[src/rtl/receptor_logic.sv]
// receptor_logic: drains destination FIFOs D0/D1 round-robin into a 2^address_width-deep output FIFO.
// Build macro RX_DEST_CHECK_EN: when defined, a written word whose bit 5 disagrees with its channel raises ERROR.
module receptor_logic #(
  parameter int data_width    = 6,
  parameter int address_width = 2
) (
  input  logic                  clk,
  input  logic                  reset,
  input  logic                  init,
  input  logic [3:0]            umbral_Rx,
  input  logic [data_width-1:0] data_in_D0,
  input  logic [data_width-1:0] data_in_D1,
  input  logic                  empty_D0,
  input  logic                  empty_D1,
  output logic                  pop_D0,
  output logic                  pop_D1,
  input  logic                  pop_out,
  output logic [data_width-1:0] data_out,
  output logic                  empty_out,
  output logic                  almost_full_out,
  output logic                  active_out,
  output logic                  idle_out,
  output logic                  error_out
);

  localparam logic [3:0] depth_thr = 4'(2 ** address_width);

  typedef enum logic [2:0] {
    s_reset,
    s_init,
    s_idle,
    s_active,
    s_error
  } state_t;

  state_t                   state;
  state_t                   state_next;
  logic [data_width-1:0]    mem [2 ** address_width];
  logic [address_width-1:0] wptr;
  logic [address_width-1:0] rptr;
  logic [address_width:0]   count;
  logic [address_width:0]   count_next;
  logic [3:0]               umbral_q;
  logic [3:0]               umbral_next;
  logic                     inflight;
  logic                     tag;
  logic                     last_grant;
  logic                     serve;
  logic                     grant;
  logic                     do_write;
  logic                     do_read;
  logic                     underflow;
  logic                     dest_err;
  logic                     thr_legal;
  logic [data_width-1:0]    wdata;

  always_comb begin
    serve = 1'b0;
    if ((state == s_idle) || (state == s_active)) begin
      serve = ((4'(count) + 4'(inflight)) < umbral_q) && !(empty_D0 && empty_D1);
    end

    // both pending: take the channel not served last; otherwise whichever has data
    if (!empty_D0 && !empty_D1) begin
      grant = ~last_grant;
    end else begin
      grant = empty_D0;
    end

    pop_D0 = serve && !grant;
    pop_D1 = serve && grant;

    wdata     = tag ? data_in_D1 : data_in_D0;
    do_write  = inflight && ((state == s_init) || (state == s_idle) || (state == s_active));
    do_read   = pop_out && !empty_out && (state != s_reset);
    underflow = pop_out && empty_out &&
                ((state == s_init) || (state == s_idle) || (state == s_active));
`ifdef RX_DEST_CHECK_EN
    dest_err  = do_write && (wdata[data_width-1] != tag);
`else
    dest_err  = 1'b0;
`endif
    thr_legal = (umbral_q != 4'd0) && (umbral_q <= depth_thr);

    case ({do_write, do_read})
      2'b10:   count_next = count + (address_width + 1)'(1);
      2'b01:   count_next = count - (address_width + 1)'(1);
      default: count_next = count;
    endcase

    umbral_next = ((state == s_init) && init) ? umbral_Rx : umbral_q;

    state_next = state;
    case (state)
      s_reset: state_next = s_init;
      s_init: begin
        if (underflow || dest_err) begin
          state_next = s_error;
        end else if (!init) begin
          state_next = thr_legal ? s_idle : s_error;
        end
      end
      s_idle: begin
        if (underflow || dest_err) begin
          state_next = s_error;
        end else if (init) begin
          state_next = s_init;
        end else if (!empty_D0 || !empty_D1 || (count != '0)) begin
          state_next = s_active;
        end
      end
      s_active: begin
        if (underflow || dest_err) begin
          state_next = s_error;
        end else if (init) begin
          state_next = s_init;
        end else if (empty_D0 && empty_D1 && (count == '0) && !inflight) begin
          state_next = s_idle;
        end
      end
      s_error: state_next = s_error;
      default: state_next = s_reset;
    endcase
  end

  always_ff @(posedge clk) begin
    if (reset && do_write) begin
      mem[wptr] <= wdata;
    end
  end

  always_ff @(posedge clk) begin
    if (!reset) begin
      state           <= s_reset;
      wptr            <= '0;
      rptr            <= '0;
      count           <= '0;
      umbral_q        <= '0;
      inflight        <= 1'b0;
      tag             <= 1'b0;
      last_grant      <= 1'b1;
      data_out        <= '0;
      empty_out       <= 1'b1;
      almost_full_out <= 1'b0;
      active_out      <= 1'b0;
      idle_out        <= 1'b0;
      error_out       <= 1'b0;
    end else begin
      state    <= state_next;
      umbral_q <= umbral_next;
      count    <= count_next;
      inflight <= pop_D0 | pop_D1;
      if (serve) begin
        tag        <= grant;
        last_grant <= grant;
      end
      if (do_write) begin
        wptr <= wptr + (address_width)'(1);
      end
      if (do_read) begin
        rptr     <= rptr + (address_width)'(1);
        data_out <= mem[rptr];
      end
      empty_out       <= (count_next == '0);
      almost_full_out <= (umbral_next != 4'd0) && (4'(count_next) >= umbral_next);
      active_out      <= (state_next == s_active);
      idle_out        <= (state_next == s_idle);
      error_out       <= (state_next == s_error);
    end
  end

endmodule
[config.mk]
export PLATFORM = sky130hd
export DESIGN_NAME = receptor_logic
export DESIGN_NICKNAME = d
export VERILOG_FILES = /design/src/rtl/receptor_logic.sv
export SDC_FILE = /design/constraint.sdc
export NUM_CORES = 1
export LEC_CHECK = 0
export BUFFER_PORTS_ARGS = -buffer_cell sky130_fd_sc_hd__buf_2
export CORE_MARGIN = 2
export CORE_UTILIZATION = 55
export DETAILED_ROUTE_END_ITERATION = 16
export PLACE_DENSITY = 0.77
export RECOVER_POWER = 50
export SLEW_MARGIN = 20
export SYNTH_ARGS = -nofsm -noshare
export SYNTH_HDL_FRONTEND = slang
export SYNTH_SLANG_ARGS = --single-unit
[constraint.sdc]
create_clock -name clk -period 5.7 [get_ports clk]
set_clock_uncertainty 0.15 [all_clocks]
set_input_delay 0 -clock clk [delete_from_list [all_inputs] [get_ports clk]]
set_output_delay 0 -clock clk [all_outputs]
set_load 0.02 [all_outputs]
**Word-level counts from Yosys, hierarchy flattened**

Memory sizes are Yosys's and may differ from the RTL's. A register that Yosys moved wholly into a read port is not among the register bits.
Index checks and enable logic that the tools add are counted.

- Add/subtract/negate cells: 5
- $lt $le $gt $ge: 3
- Equal/unequal tests: 9
- Multiplexer cells: 17
- Bitwise operators: 2
- Reduce and logical (&&, ||, !) cells: 35

Operators by type and width:

| cell | number |
|---|---|
| 2-to-1 mux 3 bit | 9 |
| logical AND 1 bit | 16 |
| one-hot mux 3 bit (5 select lines) | 1 |
| == test 3 x 2 -> 1 bit (second input constant) | 4 |
| zero test 3 bit | 3 |
| nonzero test 4 bit | 2 |
| zero test 1 bit | 7 |
| == test 3 bit (second input constant) | 2 |
| 2-to-1 mux 6 bit | 1 |
| one-hot mux 3 bit (2 select lines) | 1 |
| nonzero test 3 bit | 2 |
| logical OR 1 bit | 5 |
| adder 2 x 1 -> 2 bit (second input constant) | 2 |
| adder 3 x 1 -> 4 bit | 1 |
| >= comparator 3 x 4 -> 1 bit | 1 |
| less-or-equal comparator 4 x 3 -> 1 bit (second input constant) | 1 |
| < comparator 4 bit | 1 |
| 2-to-1 mux 1 bit | 4 |
| 2-to-1 mux 4 bit | 1 |
| adder 3 x 1 -> 3 bit (second input constant) | 1 |
| == test 3 x 1 -> 1 bit (second input constant) | 1 |
| subtractor 3 x 1 -> 3 bit (second input constant) | 1 |
| == test 2 x 1 -> 1 bit (second input constant) | 1 |
| == test 2 bit (second input constant) | 1 |
| other kinds (2) | 2 |

- Register bits after elaboration: 22
- Memory bits (writable): 24
- Bits of input ports: 22
- Output and inout bits: 13
- Logic and storage cells: 85
- Memories kept: 1

Memories:

| name | words | width | rd ports | clocked after Yosys merged registers in | wr ports | RTL line | text |
|---|---|---|---|---|---|---|---|
| mem | 4 | 6 | 1 | 1 | 1 | 38 | `logic [data_width-1:0] mem [2 ** address_width];` |

**Longest topological paths before layout**

Gate-level depths: netlist of run 1.

- Depth in word-level cells: 8
- Gate-level depth with buffers: 13

**Worst setup path after synthesis of run 1**

No wires, ideal clock.

- Kind: register to register
- Start: register state[2]
- End: register almost_full_out
- Arrival time: 2.399 ns
- Data required time: 5.410 ns
- Slack: 3.011 ns
- Stages on the path, launching flop included: 14
- Buffers on the path: 2
- Clock period less this slack: 2.689 ns
- Cells stage by stage: dfxtp_1 -> buf_4 -> nor3_1 -> nor3b_1 -> buf_2 -> ha_1 -> inv_1 -> fa_1 -> xor2_1 -> nor2_1 -> xor2_1 -> ha_1 -> a21oi_1 -> a311oi_2

RTL lines:

| element | RTL line | text |
|---|---|---|
| start: declaration | 36 | `state_t state;` |
| start signal: assignment | 134 | `state <= s_reset;` |
| start signal: assignment | 149 | `state <= state_next;` |
| nonzero test 3 bit * | 75 | `do_read = pop_out && !empty_out && (state != s_reset);` |
| logical AND 1 bit * | 75 |  |
| via do_read | 51 | `logic do_read;` |
| == test 2 x 1 -> 1 bit or == test 2 bit (tied branches) | 85 | `case ({do_write, do_read})` |
| one-hot mux 3 bit (2 select lines) * | 85 |  |
| via count_next[2] | 42 | `logic [address_width:0] count_next;` |
| >= comparator 3 x 4 -> 1 bit * | 165 | `almost_full_out <= (umbral_next != 4'd0) && (4'(count_next) >= umbral_next);` |
| logical AND 1 bit * | 165 |  |
| end signal: assignment | 165 |  |
| end: declaration | 20 | `output logic almost_full_out,` |

Mark *: on every way through the listed nets, which the timed path passes. The rest lies on a longest branch.
A chain may end at the register's enable or synchronous reset.

**Worst setup path in the final report of run 1**

- Start: register state[2]
- End: register almost_full_out

- Word-level cells in the longest chain between the ends: 8

RTL lines:

| element | RTL line | text |
|---|---|---|
| == test 3 x 1 -> 1 bit or == test 3 x 2 -> 1 bit (tied branches) | 74 | `do_write = inflight && ((state == s_init) \|\| (state == s_idle) \|\| (state == s_active));` |
| logical OR 1 bit (2 in a row) | 74 |  |
| logical AND 1 bit | 74 |  |
| == test 2 x 1 -> 1 bit or == test 2 bit (tied branches) | 85 |  |
| one-hot mux 3 bit (2 select lines) * | 85 |  |
| via count_next[2] | 42 |  |
| >= comparator 3 x 4 -> 1 bit * | 165 |  |
| logical AND 1 bit * | 165 |  |

Marks and branches as above.

==> flow_summary_export.csv, run 1 <==
group,metric,value,unit
timing,max-slew-margin-rel,57.47,%
yosys,ys_seq_area_share,53.84,%
timing,max_clock_freq,339.2,MHz
yosys,synthArstFlopShare,0,%
worst_setup_path,critPathTopFamily,"adder cells",
routing,viasPerCell,5.421,
clock_tree,cts.path.max_buffers,2,
global_routing,track_usage,20.82,%
timing,min_period,2.948,ns
clock_tree,numCtsBuffers,5,
power,leakagePower,1.105,nW
worst_setup_path,required,5.73,ns
run_status,status,"complete, no violations",
power,power,0.0007215,W
clock_tree,clk_latency,0.32,ns
worst_setup_path,crit_path_top_delay_cell,"dfxtp_1",
routing,vias,1637,
worst_setup_path,path_cells,"nor3_1 > nor3b_1 > buf_4 > ha_1 > inv_1 > fa_1 > xor2_1 > nor2_1 > xor2_1 > ha_1 > a21oi_1 > a311oi_2",
global_routing,grt-ovfl-total,0,
timing,whs,0.02077,ns
worst_setup_path,startpoint_type,"register",
global_routing,grt_pass1_vias,1629,
worst_setup_path,worstReg2RegEnd,"almost_full_out",
flow_run,max_cap_violations,0,
worst_setup_path,cp_max_fo,10,
timing,fin_tns_setup,0,ns
clock_tree,h-tree-depth,2,
floorplan,ios,35,
timing,rsz0062_at_grt,"false",
routing,drtPass1Iterations,4,
worst_hold_path,worst_hold_path_type,"in2reg",
yosys,synth_edf_count,24,
floorplan,die_h,69.78,um
placed_design,portBuffers,34,
placed_design,routabilityCongestion,0.7533,
worst_setup_path,reg2reg_depth,12,
worst_hold_path,worstHoldPathCells,4,
routing,wl_per_cell,15.51,um
routing,drtIter0Drc,63,
floorplan,rows,23,
cells_and_area,syn_to_final_growth,21.08,%
timing,slew_violations,0,
yosys,synth_cell_types,38,
routing,wirelength,4685,um
clock_tree,cts-root-buf,"clkbuf_8",
timing,setup_viol,0,
cells_and_area,n_antenna_cell,0,
yosys,yosysTopAreaCellShare,30.28,%
yosys,ys_ff_latch,52,
power,irDropWorstVdd,196.8,uV
timing,hold_viol_final,0,
yosys,synth_area,2380,um2
floorplan,dieArea,4869,um2
placed_design,pre_cts_slack,2.793,ns
power,power_density,250.4,nW/um2
yosys,yosys.area.top_type,"edfxtp_1",
cells_and_area,fin_nets,287,
routing,drtAntennaViolNets,0,
yosys,synthTopCellsByArea,"edfxtp_1, dfxtp_1, ha_1, mux4_2, mux2i_1",
worst_setup_path,reg2reg_slack,2.75,ns
global_routing,antenna_found_initial,0,
timing,tightest_slew,0.6297,ns
yosys,syn_nets,232,
global_routing,grt_pass1_wl,7769,um
yosys,synth_ff_type,"dfxtp_1",
yosys,netlist_instances,196,
yosys,post_synth.cell_area_avg,12.14,um2
worst_hold_path,worst_hold_path.endpoint,"state[1]",
floorplan,die-width,69.78,um
clock_tree,post_cts_buffers,0,
placed_design,dp_hpwl,3009,um
timing,layout_setup_ws,2.752,ns
global_routing,grt_max_degree,19,
worst_hold_path,min_from,"init",
worst_setup_path,cp.buffers_inverters,2,
worst_setup_path,worstPathArrival,2.98,ns
worst_setup_path,timing.rr.start,"state[2]",
cells_and_area,drive_gt1_share,17.46,%
floorplan,fp.coreArea,4086,um2
worst_setup_path,cp-end-kind,"register",
clock_tree,clkTransAtPathRegs,0.09,ns
placed_design,place_inst,273,
worst_setup_path,path_class,"reg2reg",
cells_and_area,final_cell_count_no_fill,302,
yosys,ys_warn_count,0,
clock_tree,cts_tree,"yes",
timing,min_period_over_period,51.72,%
floorplan,start_util,58.24,%
clock_tree,cts_sinks,52,
routing,drc_errors,0,
worst_setup_path,cp_slowest_stage_delay,0.49,ns
stage by stage:
step / cell area, um2 / util, %
after floorplan: 2380 / -
after global placement: 2582 / 63.20
after detailed placement: 2582 / 63.20
after CTS: 2904 / 71.07
after global routing: 2882 / 70.51
final: 2882 / 70.51
layout make-up:
cell class	instances	area (um2)
fillers	293	1205
repair buffers	56	372.9
multi-input cells	123	1005
well taps	50	62.56
clock inverters	2	38.79
inverters	13	48.80
flip-flops and latches	52	1281
clock buffers	6	72.57
worst max path at each step:
| stage | start | to | cells past startpoint |
|---|---|---|---|
| after floorplan | state[2] | almost_full_out | 13 |
| after global placement | state[2] | almost_full_out | 12 |
| after detailed placement | state[2] | almost_full_out | 12 |
| after CTS | state[2] | almost_full_out | 12 |
| after global routing | state[2] | almost_full_out | 12 |
| final | state[2] | almost_full_out | 12 |
power breakdown:
part / internal (W) / total, W / leakage, nW / switching (W)
sequential: 0.000395 / 0.000401 / 0.442 / 0.00000582
combinational: 0.0000324 / 0.0000632 / 0.607 / 0.0000307
clock: 0.000133 / 0.000257 / 0.0558 / 0.000124
metal layers:
metal | track usage (%) | part of all wire, % | wire, um
met4 | 6.197 | 1.7 | 78
met2 | 33.02 | 49 | 2282
met1 | 28.21 | 46 | 2146
met3 | 5.523 | 3.8 | 178
met5 | 0 | 0 | 0
cells in the final DEF, fill, tap and decap left out, types with 2 or more instances in the layout:
cell | synthesis | final
a211o_1 | 2 | 2
a21oi_1 | 7 | 7
and2_1 | 4 | 4
and3_1 | 6 | 6
buf_2 | 3 | 22
clkbuf_1 | 4 | 13
clkbuf_8 | 0 | 5
dfxtp_1 | 28 | 28
dlygate4sd3_1 | 0 | 21
edfxtp_1 | 24 | 24
ha_1 | 13 | 13
inv_1 | 12 | 12
mux2_2 | 6 | 6
mux2i_1 | 11 | 11
mux4_2 | 6 | 6
nand2_1 | 5 | 5
nand2b_1 | 4 | 4
nor2_1 | 24 | 24
nor2b_1 | 3 | 3
nor3_1 | 4 | 4
nor3b_1 | 2 | 2
o21a_1 | 2 | 2
o21ai_0 | 3 | 3
o311a_1 | 2 | 2
xnor2_1 | 4 | 4
xor2_1 | 3 | 3
state kept, by name (all words and copies together), names as in the netlist, 2 cells and up:
name and count:
wptr 2, mem 24, umbral_q 4, data_out 6
rptr 2, state 3, count 3
Yosys cell counts (2+ instances only):
cell type	number
nand2b_1	4
nor2b_1	3
and3_1	6
mux2i_1	11
nor3b_1	2
buf_2	3
mux4_2	6
o21a_1	2
nand2_1	5
dfxtp_1	28
o311a_1	2
o21ai_0	3
nor2_1	24
nor3_1	4
edfxtp_1	24
xnor2_1	4
inv_1	12
and2_1	4
mux2_2	6
xor2_1	3
a211o_1	2
clkbuf_1	4
a21oi_1	7
ha_1	13
worst register-to-register path, delay by kind of cell (launching register included):
| kind | cells | cell delay [ns] |
|---|---|---|
| xor+xnor | 2 | 0.39 |
| buf+inv | 2 | 0.29 |
| compound gates | 2 | 0.22 |
| flops | 1 | 0.49 |
| simple gates | 3 | 0.42 |
| fa+ha+maj | 3 | 0.86 |
what timing repair did:
item | CTS | global route
hold buffers | 21 | 0
endpoints found under the hold margin | 38 | 0
gates resized for setup | 0 | 0
cell families (layout without fill, tap and decap cells):
group	count (synthesis)	in the layout	synth area share, %
buf+inv	21	77	3.627
flops	52	52	53.84
compound gates	23	23	7.203
fa+ha+maj	14	14	7.676
mux	23	23	13.14
simple gates	56	56	11.93
xor+xnor	7	7	2.576
Power figures use the tool's default switching activity.
==> run 2: changes to the inputs <==
--- a/config.mk
+++ b/config.mk
@@ -7,9 +7,9 @@
 export LEC_CHECK = 0
 export BUFFER_PORTS_ARGS = -buffer_cell sky130_fd_sc_hd__buf_2
 export CORE_MARGIN = 2
-export CORE_UTILIZATION = 55
+export CORE_UTILIZATION = 51
 export DETAILED_ROUTE_END_ITERATION = 16
-export PLACE_DENSITY = 0.77
+export PLACE_DENSITY = 0.75
 export RECOVER_POWER = 50
 export SLEW_MARGIN = 20
 export SYNTH_ARGS = -nofsm -noshare
==> constraint.sdc (replaced) <==
create_clock -name clk -period 2.6 [get_ports clk]
set_clock_uncertainty 0.15 [all_clocks]
set_input_delay 0 -clock clk [delete_from_list [all_inputs] [get_ports clk]]
set_output_delay 0 -clock clk [all_outputs]
set_load 0.02 [all_outputs]
==> run 2 against run 1 <==
Net effect: sequential share of layout area down 1.2 points; setup slack worse by 2.7 ns; utilization down 3.0 points; routed wire length up 7.9%; global-route usage down 0.27 points; die area up 7.4%; clock-buffer cell count unchanged; final cell count up 3.0%; combinational power rose to 2.6 times the previous value; maximum frequency up 16%.
==> flow_summary_export.csv, run 2 (synthesis gave the netlist of run 1 again) <==
group,metric,value,unit
cells_and_area,fin_area,2979,um2
routing,wirelength,5055,um
floorplan,fp.coreArea,4414,um2
worst_hold_path,worst_hold_path_type,"in2reg",
global_routing,antenna_found_initial,0,
routing,drc_errors,0,
timing,fin_tns_setup,0,ns
clock_tree,cts.path.max_buffers,2,
worst_setup_path,required,2.63,ns
power,power_density,504.9,nW/um2
power,irDropWorstVdd,288.1,uV
timing,max-slew-margin-rel,64.45,%
timing,setup_viol,0,
cells_and_area,syn_to_final_growth,25.18,%
cells_and_area,final_cell_count_no_fill,311,
routing,drtIter0Drc,101,
cells_and_area,nFillCells,330,
floorplan,die_h,72.31,um
floorplan,rows,24,
worst_setup_path,path_class,"reg2reg",
clock_tree,clk_latency,0.31,ns
timing,slew_violations,0,
floorplan,dieArea,5229,um2
power,leakagePower,1.148,nW
worst_setup_path,startpoint_type,"register",
global_routing,grt_max_degree,17,
global_routing,track_usage,20.55,%
routing,viasPerCell,5.383,
placed_design,dp_hpwl,3362,um
timing,rsz0062_at_grt,"true",
cells_and_area,largest_register_ffs,24,
clock_tree,cts_tree,"yes",
placed_design,portBuffers,34,
cells_and_area,layout_commonest_cell,"dfxtp_1",
timing,min_period_over_period,98.12,%
floorplan,start_util,53.91,%
run_status,status,"complete, no violations",
cells_and_area,largestRegisters,"mem (24), data_out (6), umbral_q (4)",
floorplan,ios,35,
worst_setup_path,cp-end-kind,"register",
clock_tree,clkTransAtPathRegs,0.10,ns
timing,min_period,2.551,ns
global_routing,grt_pass1_vias,1623,
cells_and_area,fin_nets,294,
placed_design,place_inst,282,
global_routing,grt-ovfl-total,0,
routing,vias,1674,
flow_run,max_cap_violations,0,
routing,drtPass1Iterations,4,
clock_tree,cts_sinks,52,
worst_setup_path,worstPathArrival,2.58,ns
cells_and_area,n_antenna_cell,0,
routing,wl_per_cell,16.25,um
placed_design,pre_cts_slack,0.02847,ns
cells_and_area,final_cell_mix,"dfxtp_1, nor2_1, buf_2, edfxtp_1, dlygate4sd3_1",
routing,drtAntennaViolNets,0,
clock_tree,cts-root-buf,"clkbuf_8",
cells_and_area,top_register,"mem",
clock_tree,h-tree-depth,2,
timing,layout_setup_ws,0.04876,ns
timing,max_clock_freq,392.0,MHz
floorplan,die-width,72.31,um
cells_and_area,drive_gt1_share,24.71,%
timing,hold_viol_final,0,
worst_setup_path,cp_max_fo,4,
placed_design,placed_cell_area,2664,um2
clock_tree,numCtsBuffers,5,
timing,tightest_slew,0.5325,ns
placed_design,routabilityCongestion,0.8232,
global_routing,grt_pass1_wl,8100,um
[run 2: layout make-up]
cell class | count | area, um2 | area share [%]
Multi-Input combinational cell | 123 | 1065 | 35.74
Clock buffer | 6 | 72.57 | 2.436
Sequential cell | 52 | 1290 | 43.30
Timing Repair Buffer | 63 | 421.7 | 14.15
Inverter | 13 | 48.80 | 1.638
Tap cell | 52 | 65.06 | 2.184
Clock inverter | 2 | 16.27 | 0.5460
[run 2: through the flow]
| stage | hold WS, ns | util [%] | total power, W |
|---|---|---|---|
| after global routing | 0.03148 | 67.49 | 0.001566 |
| after CTS | 0.01587 | 66.98 | 0.001505 |
| final | 0.02462 | 67.49 | 0.001504 |
| after floorplan | -0.01392 | - | 0.0009803 |
| after global placement | 0.1347 | 60.35 | 0.001028 |
| after detailed placement | 0.1381 | 60.35 | 0.001028 |
[run 2: what timing repair did]
action	4_1_cts	5_1_grt
gates resized for setup	1	11
hold buffers	20	0
hold endpoints to repair	37	0
endpoints found under the setup margin	2	3
buffers inserted	0	1
pin swaps	0	8
gates cloned	0	0
[run 2: routing by layer]
metal	track usage [%]	vias to the layer above	wire [um]
li1	-	819	-
met1	27.31	803	2281
met2	34.45	40	2454
met3	4.167	12	225
met4	5.451	0	93
met5	0	-	0
[run 2: worst max-delay path: stages, from the launching register on]
cell and delay, ns:
dfxtp_4 0.38, nor3_4 0.05, nor3b_4 0.24, ha_4 0.18
inv_2 0.04, fa_2 0.38, xor2_1 0.15, nor2_1 0.13
xor2_1 0.24, ha_1 0.29, a21oi_2 0.15, a311oi_2 0.04
[run 2: power by group]
group / internal [W] / leakage [nW] / switching, W
registers: 0.000867 / 0.444 / 0.0000102
logic: 0.0000845 / 0.662 / 0.0000796
clock network: 0.000192 / 0.0414 / 0.000271
total: 0.00114 / 1.15 / 0.000361
[run 2: worst paths after layout]
| path | start | endpoint | slack (ns) | cells past startpoint |
|---|---|---|---|---|
| hold / removal | init | state[0] | 0.02 | 5 |
| setup reg to reg | state[2] | almost_full_out | 0.05 | 11 |
| setup / recovery | state[2] | almost_full_out | 0.05 | 11 |
| hold reg to reg | data_out[2] | data_out[2] | 0.35 | 2 |
==> run 3: changes to the inputs <==
--- a/config.mk
+++ b/config.mk
@@ -6,10 +6,9 @@
 export NUM_CORES = 1
 export LEC_CHECK = 0
 export BUFFER_PORTS_ARGS = -buffer_cell sky130_fd_sc_hd__buf_2
-export CORE_MARGIN = 2
 export CORE_UTILIZATION = 51
 export DETAILED_ROUTE_END_ITERATION = 16
-export PLACE_DENSITY = 0.75
+export PLACE_DENSITY = 0.76
 export RECOVER_POWER = 50
 export SLEW_MARGIN = 20
 export SYNTH_ARGS = -nofsm -noshare
==> run 3 against run 2 <==
Net effect: via count increased by 0.48%; maximum frequency increased by 2.3%; combinational power about the same; sequential power about the same; total power increased by 0.28%; non-clock buffer count increased by 3; critical path depth unchanged; register-to-register slack improved by 0.06 ns; critical endpoint unchanged.
==> flow_summary_export.csv, run 3 (synthesis gave the netlist of run 1 again) <==
group,metric,value,unit
timing,layout_setup_ws,0.1071,ns
timing,setup_viol,0,
routing,wl_per_cell,14.71,um
power,clock_power_share,31.1,%
clock_tree,h-tree-depth,2,
floorplan,die-width,70.31,um
routing,wirelength,4619,um
placed_design,pre_cts_slack,0.06416,ns
floorplan,rows,24,
power,leakagePower,1.149,nW
timing,slew_violations,0,
worst_setup_path,required,2.64,ns
worst_setup_path,startpoint_type,"register",
power,p_sw_share,24.07,%
cells_and_area,syn_to_final_growth,25.18,%
cells_and_area,n_antenna_cell,0,
placed_design,routabilityCongestion,0.8058,
cells_and_area,fin_nets,297,
clock_tree,clk_latency,0.31,ns
power,power.internal,0.001145,W
timing,tightest_slew,0.5335,ns
power,power,0.001508,W
worst_setup_path,crit_top_cell,"inv_1",
worst_setup_path,cp-startpoint,"state[2]",
cells_and_area,layout_commonest_cell,"dfxtp_1",
worst_setup_path,cp_max_fo,9,
cells_and_area,largest_register_ffs,24,
clock_tree,clkTransAtPathRegs,0.10,ns
routing,drtAntennaViolNets,0,
floorplan,dieArea,4944,um2
worst_hold_path,min_from,"init",
global_routing,grt_pass1_vias,1640,
power,irDropWorstVdd,396.6,uV
timing,min_period_over_period,95.88,%
worst_setup_path,worstPathArrival,2.53,ns
timing,whs,0.01510,ns
cells_and_area,final_core_util,67.49,%
clock_tree,cts-root-buf,"clkbuf_8",
worst_setup_path,timing.rr.start,"state[2]",
cells_and_area,final_cell_mix,"dfxtp_1, nor2_1, edfxtp_1",
global_routing,grt_max_degree,19,
worst_setup_path,cp-end-kind,"register",
routing,drc_errors,0,
routing,drtPass1Iterations,4,
routing,viasPerCell,5.357,
power,power_density,506.4,nW/um2
worst_setup_path,cp_slowest_stage_delay,0.41,ns
power,seqPwrFrac,58.0,%
cells_and_area,fin_area,2979,um2
worst_setup_path,crit_path_top_delay_cell,"fa_1",
worst_setup_path,path_cells,"buf_4 > nor2_1 > inv_1 > ha_4 > inv_1 > fa_1 > mux2i_2 > ha_1 > a21o_1 > a21oi_2 > a311oi_2",
timing,min_period,2.493,ns
global_routing,track_usage,20.33,%
clock_tree,cts_tree,"yes",
placed_design,portBuffers,34,
clock_tree,cts.path.max_buffers,2,
floorplan,die_h,70.31,um
global_routing,grt_pass1_wl,7486,um
power,p_sw,0.0003631,W
floorplan,ios,35,
placed_design,placed_cell_area,2679,um2
worst_hold_path,worst_hold_path_type,"in2reg",
run_status,status,"complete, no violations",
timing,hold_viol_final,0,
timing,max_clock_freq,401.1,MHz
cells_and_area,drive_gt1_share,24.05,%
worst_setup_path,path_class,"reg2reg",
cells_and_area,largestRegisters,"mem (24), data_out (6), umbral_q (4)",
floorplan,fp.coreArea,4414,um2
floorplan,start_util,53.91,%
global_routing,grt-ovfl-total,0,
cells_and_area,top_register,"mem",
timing,rsz0062_at_grt,"true",
placed_design,dp_hpwl,3194,um
clock_tree,cts_sinks,52,
timing,max-slew-margin-rel,64.22,%
routing,drtIter0Drc,85,
clock_tree,numCtsBuffers,5,
routing,vias,1682,
flow_run,max_cap_violations,0,
global_routing,antenna_found_initial,0,
power,p_comb_share,10.9,%
run 3: cell count changes in the layout (fill, tap and decap cells not counted), sizes merged:
cell | before | now
clkinv | 2 | 3
buf | 32 | 35
clkbuf | 17 | 16
clkinvlp | 1 | 0
inv | 12 | 13
run 3: layout make-up:
cell class,instances,area (um2)
Clock buffer,5,68.82
Timing Repair Buffer,66,446.7
Multi-Input combinational cell,123,1046
Fill cell,325,1435
Sequential cell,52,1281
Clock inverter,3,22.52
Inverter,13,48.80
Tap cell,52,65.06
run 3: per-layer routing:
layer,GRT usage [%],up-vias,routed length (um)
met5,0,-,0
met4,9.333,0,120
met3,5.051,13,192
met2,32.17,51,2207
met1,26.22,790,2098
li1,-,828,-
run 3: through the flow:
| stage | cells | TNS [ns] |
|---|---|---|
| 6_report | 314 | 0 |
| 5_1_grt | 314 | -0.04813 |
| 4_1_cts | 312 | 0 |
| 3_5_place_dp | 284 | 0 |
| 3_3_place_gp | 284 | 0 |
| 2_1_floorplan | 196 | 0 |
run 3: worst max-delay path: cells and delay by family, from the launching register on:
family / cells / cell delay [ns]
AO/OA/AOI/OAI: 3 / 0.35
adder cells (fa/ha/maj): 3 / 0.84
buffers and inverters: 3 / 0.31
flip-flops: 1 / 0.34
multiplexers: 1 / 0.21
AND/OR/NAND/NOR: 1 / 0.15
run 3: path summary, 6_finish.rpt:
kind                     endpoint  slack, ns  depth (start not counted)
setup reg to reg  almost_full_out       0.11                         11
hold / removal           state[1]       0.02                          4
hold reg to reg       data_out[1]       0.37                          2
setup / recovery  almost_full_out       0.11                         11
run 3: repair_timing:
item	4_1_cts	5_1_grt
hold buffers	20	0
endpoints found under the setup margin	2	3
endpoints found under the hold margin	37	0
setup buffers	0	2
resized for setup	1	3
pin swaps	0	0
run 3: power groups by stage:
stage / Clock (W) / Sequential, W / Combinational (W)
final: 0.000470 / 0.000875 / 0.000164
after global routing: 0.000508 / 0.000876 / 0.000179
after CTS: 0.000483 / 0.000874 / 0.000164
after detailed placement: 0 / 0.000893 / 0.000141
after global placement: 0 / 0.000893 / 0.000137
after floorplan: 0 / 0.000898 / 0.0000826
